===== src/rtl/scarv_ccx_pkg.sv =====
// Shared types for the core-complex MMIO arbiter: arbitration states and requester count.
package scarv_ccx_pkg;

    typedef enum logic [1:0] {
        ARB   = 2'd0,
        HOLD0 = 2'd1,
        HOLD1 = 2'd2
    } arb_state_e;

    localparam int NUM_RQ = 2;

endpackage


===== src/rtl/scarv_ccx_rr_pick.sv =====
// Two-way round-robin pick: on a tie the requester that did not win last time is chosen.
module scarv_ccx_rr_pick
    import scarv_ccx_pkg::*;
(
    input  logic [NUM_RQ-1:0] req,
    input  logic              last,
    output logic              sel,
    output logic              any
);

    assign any = |req;
    assign sel = (&req) ? ~last : req[1];

endmodule


===== src/rtl/scarv_ccx_mmio_arb.sv =====
// Shares the MMIO responder between the core data port (rq0) and the debug/DMA port (rq1);
// a stalled request is locked until granted, responses route back with no added latency.
module scarv_ccx_mmio_arb
    import scarv_ccx_pkg::*;
#(
    parameter int ADDR_W = 32,
    parameter int DATA_W = 32
) (
    input  logic              f_clk,
    input  logic              g_resetn,

    input  logic              rq0_req,
    output logic              rq0_gnt,
    input  logic              rq0_wen,
    input  logic [3:0]        rq0_strb,
    input  logic [ADDR_W-1:0] rq0_addr,
    input  logic [DATA_W-1:0] rq0_wdata,
    output logic [DATA_W-1:0] rq0_rdata,
    output logic              rq0_error,

    input  logic              rq1_req,
    output logic              rq1_gnt,
    input  logic              rq1_wen,
    input  logic [3:0]        rq1_strb,
    input  logic [ADDR_W-1:0] rq1_addr,
    input  logic [DATA_W-1:0] rq1_wdata,
    output logic [DATA_W-1:0] rq1_rdata,
    output logic              rq1_error,

    output logic              dn_req,
    input  logic              dn_gnt,
    output logic              dn_wen,
    output logic [3:0]        dn_strb,
    output logic [ADDR_W-1:0] dn_addr,
    output logic [DATA_W-1:0] dn_wdata,
    input  logic [DATA_W-1:0] dn_rdata,
    input  logic              dn_error,

    output logic              owner
);

    arb_state_e arb_q, arb_d;
    logic       last_q, last_d;
    logic       rsp_v_q;
    logic       rsp_id_q;

    logic       pick_sel, pick_any;
    logic       sel, active, accept;

    scarv_ccx_rr_pick u_pick (
        .req  ({rq1_req, rq0_req}),
        .last (last_q),
        .sel  (pick_sel),
        .any  (pick_any)
    );

    // Reset gates the request path directly so an asynchronous reset silences dn and all grants at once.
    always_comb begin
        arb_d  = arb_q;
        last_d = last_q;
        sel    = pick_sel;
        active = 1'b0;
        case (arb_q)
            ARB: begin
                active = pick_any;
                if (pick_any) begin
                    if (dn_gnt) last_d = pick_sel;
                    else        arb_d  = pick_sel ? HOLD1 : HOLD0;
                end
            end
            HOLD0: begin
                sel    = 1'b0;
                active = rq0_req;
                if (!rq0_req) begin
                    arb_d = ARB;
                end else if (dn_gnt) begin
                    last_d = 1'b0;
                    arb_d  = ARB;
                end
            end
            HOLD1: begin
                sel    = 1'b1;
                active = rq1_req;
                if (!rq1_req) begin
                    arb_d = ARB;
                end else if (dn_gnt) begin
                    last_d = 1'b1;
                    arb_d  = ARB;
                end
            end
            default: arb_d = ARB;
        endcase
        active = active & g_resetn;
    end

    assign owner    = active & sel;
    assign accept   = active & dn_gnt;
    assign rq0_gnt  = accept & ~sel;
    assign rq1_gnt  = accept &  sel;

    assign dn_req   = active;
    assign dn_wen   = active & (sel ? rq1_wen : rq0_wen);
    assign dn_strb  = active ? (sel ? rq1_strb  : rq0_strb)  : '0;
    assign dn_addr  = active ? (sel ? rq1_addr  : rq0_addr)  : '0;
    assign dn_wdata = active ? (sel ? rq1_wdata : rq0_wdata) : '0;

    always_ff @(posedge f_clk or negedge g_resetn) begin
        if (!g_resetn) begin
            arb_q    <= ARB;
            last_q   <= 1'b1;
            rsp_v_q  <= 1'b0;
            rsp_id_q <= 1'b0;
        end else begin
            arb_q   <= arb_d;
            last_q  <= last_d;
            rsp_v_q <= accept;
            if (accept) rsp_id_q <= owner;
        end
    end

    // Response is steered by who was accepted last cycle, then passed straight through.
    logic rsp0, rsp1;
    assign rsp0      = g_resetn & rsp_v_q & ~rsp_id_q;
    assign rsp1      = g_resetn & rsp_v_q &  rsp_id_q;
    assign rq0_rdata = rsp0 ? dn_rdata : '0;
    assign rq0_error = rsp0 & dn_error;
    assign rq1_rdata = rsp1 ? dn_rdata : '0;
    assign rq1_error = rsp1 & dn_error;

endmodule


===== config.mk =====
export PLATFORM = sky130hd
export DESIGN_NAME = scarv_ccx_mmio_arb
export DESIGN_NICKNAME = d
export VERILOG_FILES = /design/src/rtl/scarv_ccx_pkg.sv /design/src/rtl/scarv_ccx_rr_pick.sv /design/src/rtl/scarv_ccx_mmio_arb.sv
export SDC_FILE = /design/constraint.sdc
export NUM_CORES = 1
export LEC_CHECK = 0
export ABC_AREA = 1
export CAP_MARGIN = 10
export CORE_AREA = 2 2 123 125
export DETAILED_ROUTE_END_ITERATION = 10
export DIE_AREA = 0 0 125 127
export SLEW_MARGIN = 20
export SYNTH_ARGS = -nofsm -noshare
export SYNTH_HDL_FRONTEND = slang
export SYNTH_SLANG_ARGS = --single-unit

===== constraint.sdc =====
create_clock -name f_clk -period 3.3 [get_ports f_clk]
set_input_delay 0.66 -clock f_clk [delete_from_list [all_inputs] [get_ports f_clk]]
set_output_delay 0.66 -clock f_clk [all_outputs]
set_load 0.005 [all_outputs]

==> out/results.ini, run 1 <==
[final_layout]
syn2layout_area_growth_pct = 183
drive_above_1_share_pct = 5.46
antennaDiodeCount = 0
fin_nets = 895
final_cells = 898

[placed_design]
port_buffers = 314
dp_hpwl_microns = 10500
dp.cells = 893
place.gp.congestion = 0.846

[floorplanning]
initial_core_util_pct = 13.8
die_h_microns = 127
dieArea_sq_um = 15900
pin_count = 315
die_x_microns = 125
fp.coreArea_sq_um = 14400
rows = 44

[cts]
cts_root_buffer = clkbuf_16
clockBufferDepth = 2
path_clk_slew_ns = 0.03
cts_buffers = 3
cts_hold_buffers = 0
cts_tree = done
clk_latency_ns = 0.22
clkSinkCount = 5
htreeDepth = 1

[yosys]
async_flop_share_pct = 100
synth.distinct_cells = 20
yosysMostFrequentCell = nand2_1
ys_ff_latch = 5
ys_warn_count = 0
synth_area_sq_um = 1990
ys_top_cells_by_area = nand3_1 19%, nand2_1 18%, a21oi_1 18%, nor2_1 13%, inv_1 8.5%
yosysSeqAreaShare_pct = 6.34
synth_top_cell_by_area = nand3_1
yosysTopAreaCellShare_pct = 18.6
synth_common_cells = 94 x nand2_1, 74 x nand3_1, 71 x nor2_1, 70 x a21oi_1, 45 x inv_1
synth_edf_count = 0
synthFlopType = dfrtp_1
syn_nets = 589
syn_inst = 409
syn_area_per_cell_sq_um = 4.87

[setup_path]
cp-start-kind = primary input
critPathBufInv = 5
cp-end-kind = output pin
reg2reg_from = arb_q[0]
cp.depth = 10
crit_end = dn_wdata[11]
r2r_slack_ns = 1.51
crit_chain = clkdlybuf4s50_1 -> buf_4 -> nand2_1 -> nand2_1 -> inv_2 -> nand2_2 -> nand2_4 -> buf_12 -> a21oi_1 -> clkdlybuf4s50_1
path_max_fanout = 28
cp_slowest_cell = clkdlybuf4s50_1
r2r_cells = 9
r2r_end = rsp_id_q
arrival_ns = 2.54
cpPeakStageDelay_ns = 0.54
path_class = primary input to output pin
path_delay_family = buffers and inverters
startpoint = rq1_req
required_ns = 2.64

[route]
wl_per_cell_microns = 14.6
drc_errors = 0
vias = 3779
wl_met2_microns = 6710
drt-total-wl_microns = 13200
drtPass1Iterations = 4
top_layer = met4
met1_length_microns = 5320
ant_nets = 0
avgViaCountPerCell = 4.21
wl_met3_microns = 1090
initialDrtViolationCount = 100

[timing]
drv_slew = 0
hold_viol_final = 0
period_minus_slack_ns = 3.20
period_share_pct = 97.1
tightest_slew_ns = 0.339
finalSetupViolations = 0
fmax_mhz = 312
maxSlewHeadroom_pct = 77.3
holdWs_ns = 0.476
setup_tns_ns = 0
rsz0062_at_grt = false
clock-skew-final_ns = 0.00142

[power_and_ir_drop]
p_leak_nw = 3.20
ir_drop_v = 0.000254
power.density_nw_per_um2 = 486

[global_routing]
grt_max_degree = 63
grt_first_pass_wirelength_microns = 19600
antenna_found_initial = 0
grt_pass1_vias = 3684
grt_overflow_total = 0
grt_usage_pct = 15.0

[hold_path]
hp-start = last_q
min_path_type = register to register

[run]
cap_violations = 0

[status]
status = finished, final reports clean

==> worst reg2reg max path, delay by kind of cell (launching register included) <==
kind | cells | cell delay (ns)
buf+inv | 4 | 0.53
flops | 1 | 0.39
simple gates | 4 | 0.47
fa+ha+maj | 1 | 0.32
==> layout by cell type (no fill, tap or decap), drive strengths merged <==
cell,count
nor2,71
dfstp,1
clkbuf,5
nand4,1
o22ai,1
dlymetal6s2s,52
clkdlybuf4s50,262
o21ai,2
nand2,98
inv,47
nand3,75
nand3b,1
buf,20
ha,4
dfrtp,4
a21oi,70
==> worst min-delay path by stage <==
stage / end / cells after the start
finish: last_q / 2
global placement: last_q / 2
global route: last_q / 2
detailed placement: last_q / 2
floorplan: arb_q[0] / 0
CTS: last_q / 2
==> stage by stage <==
| step | util [%] | worst slack (ns) | total power [mW] | area [sq um] |
|---|---|---|---|---|
| 4_1_cts | 37.9 | 0.0686 | 2.80 | 5470 |
| 3_3_place_gp | 37.4 | 0.0509 | 2.60 | 5390 |
| 2_1_floorplan | - | 1.11 | 1.34 | 1990 |
| 6_report | 39.1 | 0.0955 | 2.74 | 5650 |
| 5_1_grt | 39.1 | 0.000423 | 3.01 | 5650 |
| 3_5_place_dp | 37.4 | 0.0868 | 2.59 | 5390 |
==> registers in the layout, summed over array words and instances, names as in the netlist <==
signal and count:
rsp_id_q 1, arb_q 2, rsp_v_q 1, last_q 1
==> area by class of cell <==
cell class,instances,area [sq um]
clock buffers,4,78.8
fillers,1569,8780
inverters,47,176
multi-input cells,323,1480
flip-flops and latches,5,129
well taps,184,230
repair buffers,335,3550
==> routing by layer <==
metal	GRT usage, %	vias up
li1	-	1909
met5	0	-
met4	0.784	0
met2	27.8	202
met1	18.3	1666
met3	3.73	2
==> power by group <==
part | switching, mW | leakage (nW) | internal [mW]
registers | 0.0273 | 0.0599 | 0.0924
logic | 1.20 | 3.10 | 1.22
clock network | 0.0377 | 0.0382 | 0.160
total | 1.27 | 3.20 | 1.47
==> what timing repair did <==
| item | 4_1_cts | 5_1_grt |
|---|---|---|
| endpoints found under the setup margin | 0 | 38 |
| gates resized for setup | 0 | 59 |
| setup buffers | 0 | 0 |
==> cell families (layout without fill, tap and decap cells) <==
family	count (synthesis)	in the layout	share of synthesized area (%)
AO/OA/AOI/OAI	73	73	18.4
adder cells (fa/ha/maj)	4	4	2.51
buffers and inverters	81	386	20.1
flip-flops	5	5	6.34
AND/OR/NAND/NOR	246	246	52.6
Power figures use the tool's default switching activity.
==> run 2: changes to the inputs <==
--- a/config.mk
+++ b/config.mk
@@ -7,9 +7,9 @@
 export LEC_CHECK = 0
 export ABC_AREA = 1
 export CAP_MARGIN = 10
-export CORE_AREA = 2 2 123 125
+export CORE_AREA = 2 2 121 123
 export DETAILED_ROUTE_END_ITERATION = 10
-export DIE_AREA = 0 0 125 127
+export DIE_AREA = 0 0 123 125
 export SLEW_MARGIN = 20
 export SYNTH_ARGS = -nofsm -noshare
 export SYNTH_HDL_FRONTEND = slang
==> constraint.sdc (replaced) <==
create_clock -name f_clk -period 3.5 [get_ports f_clk]
set_input_delay 0.7 -clock f_clk [delete_from_list [all_inputs] [get_ports f_clk]]
set_output_delay 0.7 -clock f_clk [all_outputs]
set_load 0.005 [all_outputs]
==> run 2 against run 1 <==
Sequential share of layout area up 0.070 points; register-to-register slack better by 0.17 ns; clock skew down 0.00091 ns; clock-buffer cell count unchanged; first-iteration DRC count up 77%; cell count down 1.0%; combinational power down 9.9%; sequential cell count unchanged; sequential power down 9%; critical path type unchanged; critical endpoint is now dn_addr[10].
==> out/results.ini, run 2 (synthesis results as in run 1) <==
[timing]
period_minus_slack_ns = 3.34
finalSetupViolations = 0  ; unchanged
maxSlewHeadroom_pct = 75.8  ; -1.5 points
tightest_slew_ns = 0.362  ; +0.0227 ns
hold_viol_final = 0  ; unchanged
setup_tns_ns = 0  ; unchanged
drv_slew = 0  ; unchanged
period_share_pct = 95.5
rsz0062_at_grt = false
clock-skew-final_ns = 0.000512  ; -0.000912 ns
fmax_mhz = 299

[cts]
htreeDepth = 1  ; unchanged
clkSinkCount = 5  ; unchanged
cts_tree = done
clockBufferDepth = 2  ; unchanged
path_clk_slew_ns = 0.03  ; about the same
cts_root_buffer = clkbuf_16
cts_buffers = 3  ; unchanged
cts_hold_buffers = 0  ; unchanged
post_cts_buffers = 0  ; unchanged
cts_resized = 0  ; unchanged
clk_latency_ns = 0.23  ; about the same

[route]
drtPass1Iterations = 4  ; unchanged
wl_met2_microns = 6130  ; -8.7%
wl_per_cell_microns = 13.4  ; -8.3%
drt-total-wl_microns = 11900  ; -9.2%
initialDrtViolationCount = 177  ; +77%
met1_length_microns = 4530  ; -15%
top_layer = met4
drc_errors = 0  ; unchanged
ant_nets = 0  ; unchanged
avgViaCountPerCell = 4.14  ; -1.6%
vias = 3682  ; -2.6%
wl_met3_microns = 997  ; -8.6%

[final_layout]
fin_nets = 886  ; -1.0%
fin_area_sq_um = 5370  ; -4.9%
largest_register_ffs = 2  ; unchanged
final_common_cell = clkdlybuf4s50_1
syn2layout_area_growth_pct = 170
drive_above_1_share_pct = 3.26  ; -2.2 points
antennaDiodeCount = 0  ; unchanged
fill_cells = 1508  ; -3.9%
largest_register = arb_q
final_cell_mix = 314 x clkdlybuf4s50_1, 94 x nand2_1, 74 x nand3_1, 71 x nor2_1, 70 x a21oi_1

[setup_path]
r2r_cells = 7  ; -2
r2r_slack_ns = 1.68  ; +0.17 ns
cp-start-kind = primary input
crit_chain = clkdlybuf4s50_1 -> nand2_1 -> nand3_2 -> buf_12 -> nand3_1 -> a21oi_1 -> clkdlybuf4s50_1
required_ns = 2.80  ; +0.16 ns
cpPeakStageDelay_ns = 0.56  ; +0.02 ns
cp_slowest_cell = clkdlybuf4s50_1
r2r_end = rsp_id_q
path_common_cell = clkdlybuf4s50_1
reg2reg_from = arb_q[0]
path_class = primary input to output pin
critPathBufInv = 3  ; -2
arrival_ns = 2.64  ; +0.10 ns
path_max_fanout = 64  ; +130%
path_delay_family = buffers and inverters
cp-end-kind = output pin

[global_routing]
antenna_found_initial = 0  ; unchanged
grt_overflow_total = 0  ; unchanged
grt_first_pass_wirelength_microns = 17800  ; -8.9%
grt_pass1_vias = 3426  ; -7.0%
grt_usage_pct = 14.5  ; -0.43 points
grt_max_degree = 65  ; +3.2%

[floorplanning]
die_h_microns = 125  ; -1.6%
fp.coreArea_sq_um = 14200  ; -1.5%
die_x_microns = 123  ; -1.6%
rows = 44  ; unchanged
initial_core_util_pct = 14.0  ; +0.21 points
pin_count = 315  ; unchanged
dieArea_sq_um = 15400  ; -3.1%

[run]
cap_violations = 0  ; unchanged

[hold_path]
hold_end = last_q
hp-start = last_q
worstHoldPathCells = 2  ; unchanged
min_path_type = register to register

[placed_design]
place.gp.congestion = 0.847  ; about the same
dp_hpwl_microns = 9570  ; -9.0%
port_buffers = 314  ; unchanged
dpl-instance-area_sq_um = 5290  ; -1.8%

[power_and_ir_drop]
ir_drop_v = 0.000287  ; +13%
power.density_nw_per_um2 = 461  ; -5.1%
p_leak_nw = 2.27  ; -29%

[status]
status = finished, final reports clean

[run 2: cell types whose count changed in the layout (fill, tap and decap cells not counted), sizes merged]
cell / before / now
clkdlybuf4s50: 262 / 314
dlymetal6s2s: 52 / 0
buf: 20 / 12
clkbuf: 5 / 4
[run 2: power breakdown]
part	switching [mW]	internal [mW]	leakage, nW
Combinational	1.08	1.10	2.17
Sequential	0.0237	0.0849	0.0626
Clock	0.0361	0.151	0.0382
Total	1.14	1.33	2.27
[run 2: worst max-delay path by stage]
stage,start,cells after the start,endpoint,slack [ns]
2_1_floorplan,arb_q[0],7,dn_wdata[21],1.27
3_3_place_gp,rq0_req,7,dn_addr[10],0.16
3_5_place_dp,rq1_req,7,dn_addr[20],0.16
4_1_cts,rq1_req,7,dn_addr[12],0.15
5_1_grt,rq0_req,9,dn_wdata[0],0.01
6_report,rq0_req,7,dn_addr[10],0.16
[run 2: tightest hold or removal path, delay by kind of cell, from the launching register on]
kind	cells	cell delay [ns]
flops	1	0.37
simple gates	2	0.10
[run 2: stage by stage]
step	power, mW	util (%)	worst slack (ns)	instances	hold slack, ns
6_report	2.47	37.8	0.159	889	0.475
5_1_grt	2.72	37.8	0.0120	889	0.506
4_1_cts	2.52	37.8	0.149	889	0.478
3_5_place_dp	2.31	37.3	0.164	885	0.474
3_3_place_gp	2.33	37.3	0.163	885	0.476
2_1_floorplan	1.26	-	1.27	409	0.404
[run 2: cell type report]
| type | instances | area [sq um] | share of cell area [%] |
|---|---|---|---|
| Timing Repair Buffer | 326 | 3300 | 61.3 |
| Multi-Input combinational cell | 323 | 1470 | 27.3 |
| Tap cell | 184 | 230 | 4.29 |
| Inverter | 47 | 176 | 3.28 |
| Sequential cell | 5 | 126 | 2.35 |
| Clock buffer | 4 | 78.8 | 1.47 |
[run 2: per-layer routing]
| layer | up-vias | GRT usage (%) |
|---|---|---|
| li1 | 1890 | - |
| met1 | 1598 | 16.0 |
| met2 | 171 | 26.9 |
| met3 | 23 | 3.56 |
| met4 | 0 | 4.41 |
| met5 | - | 0 |
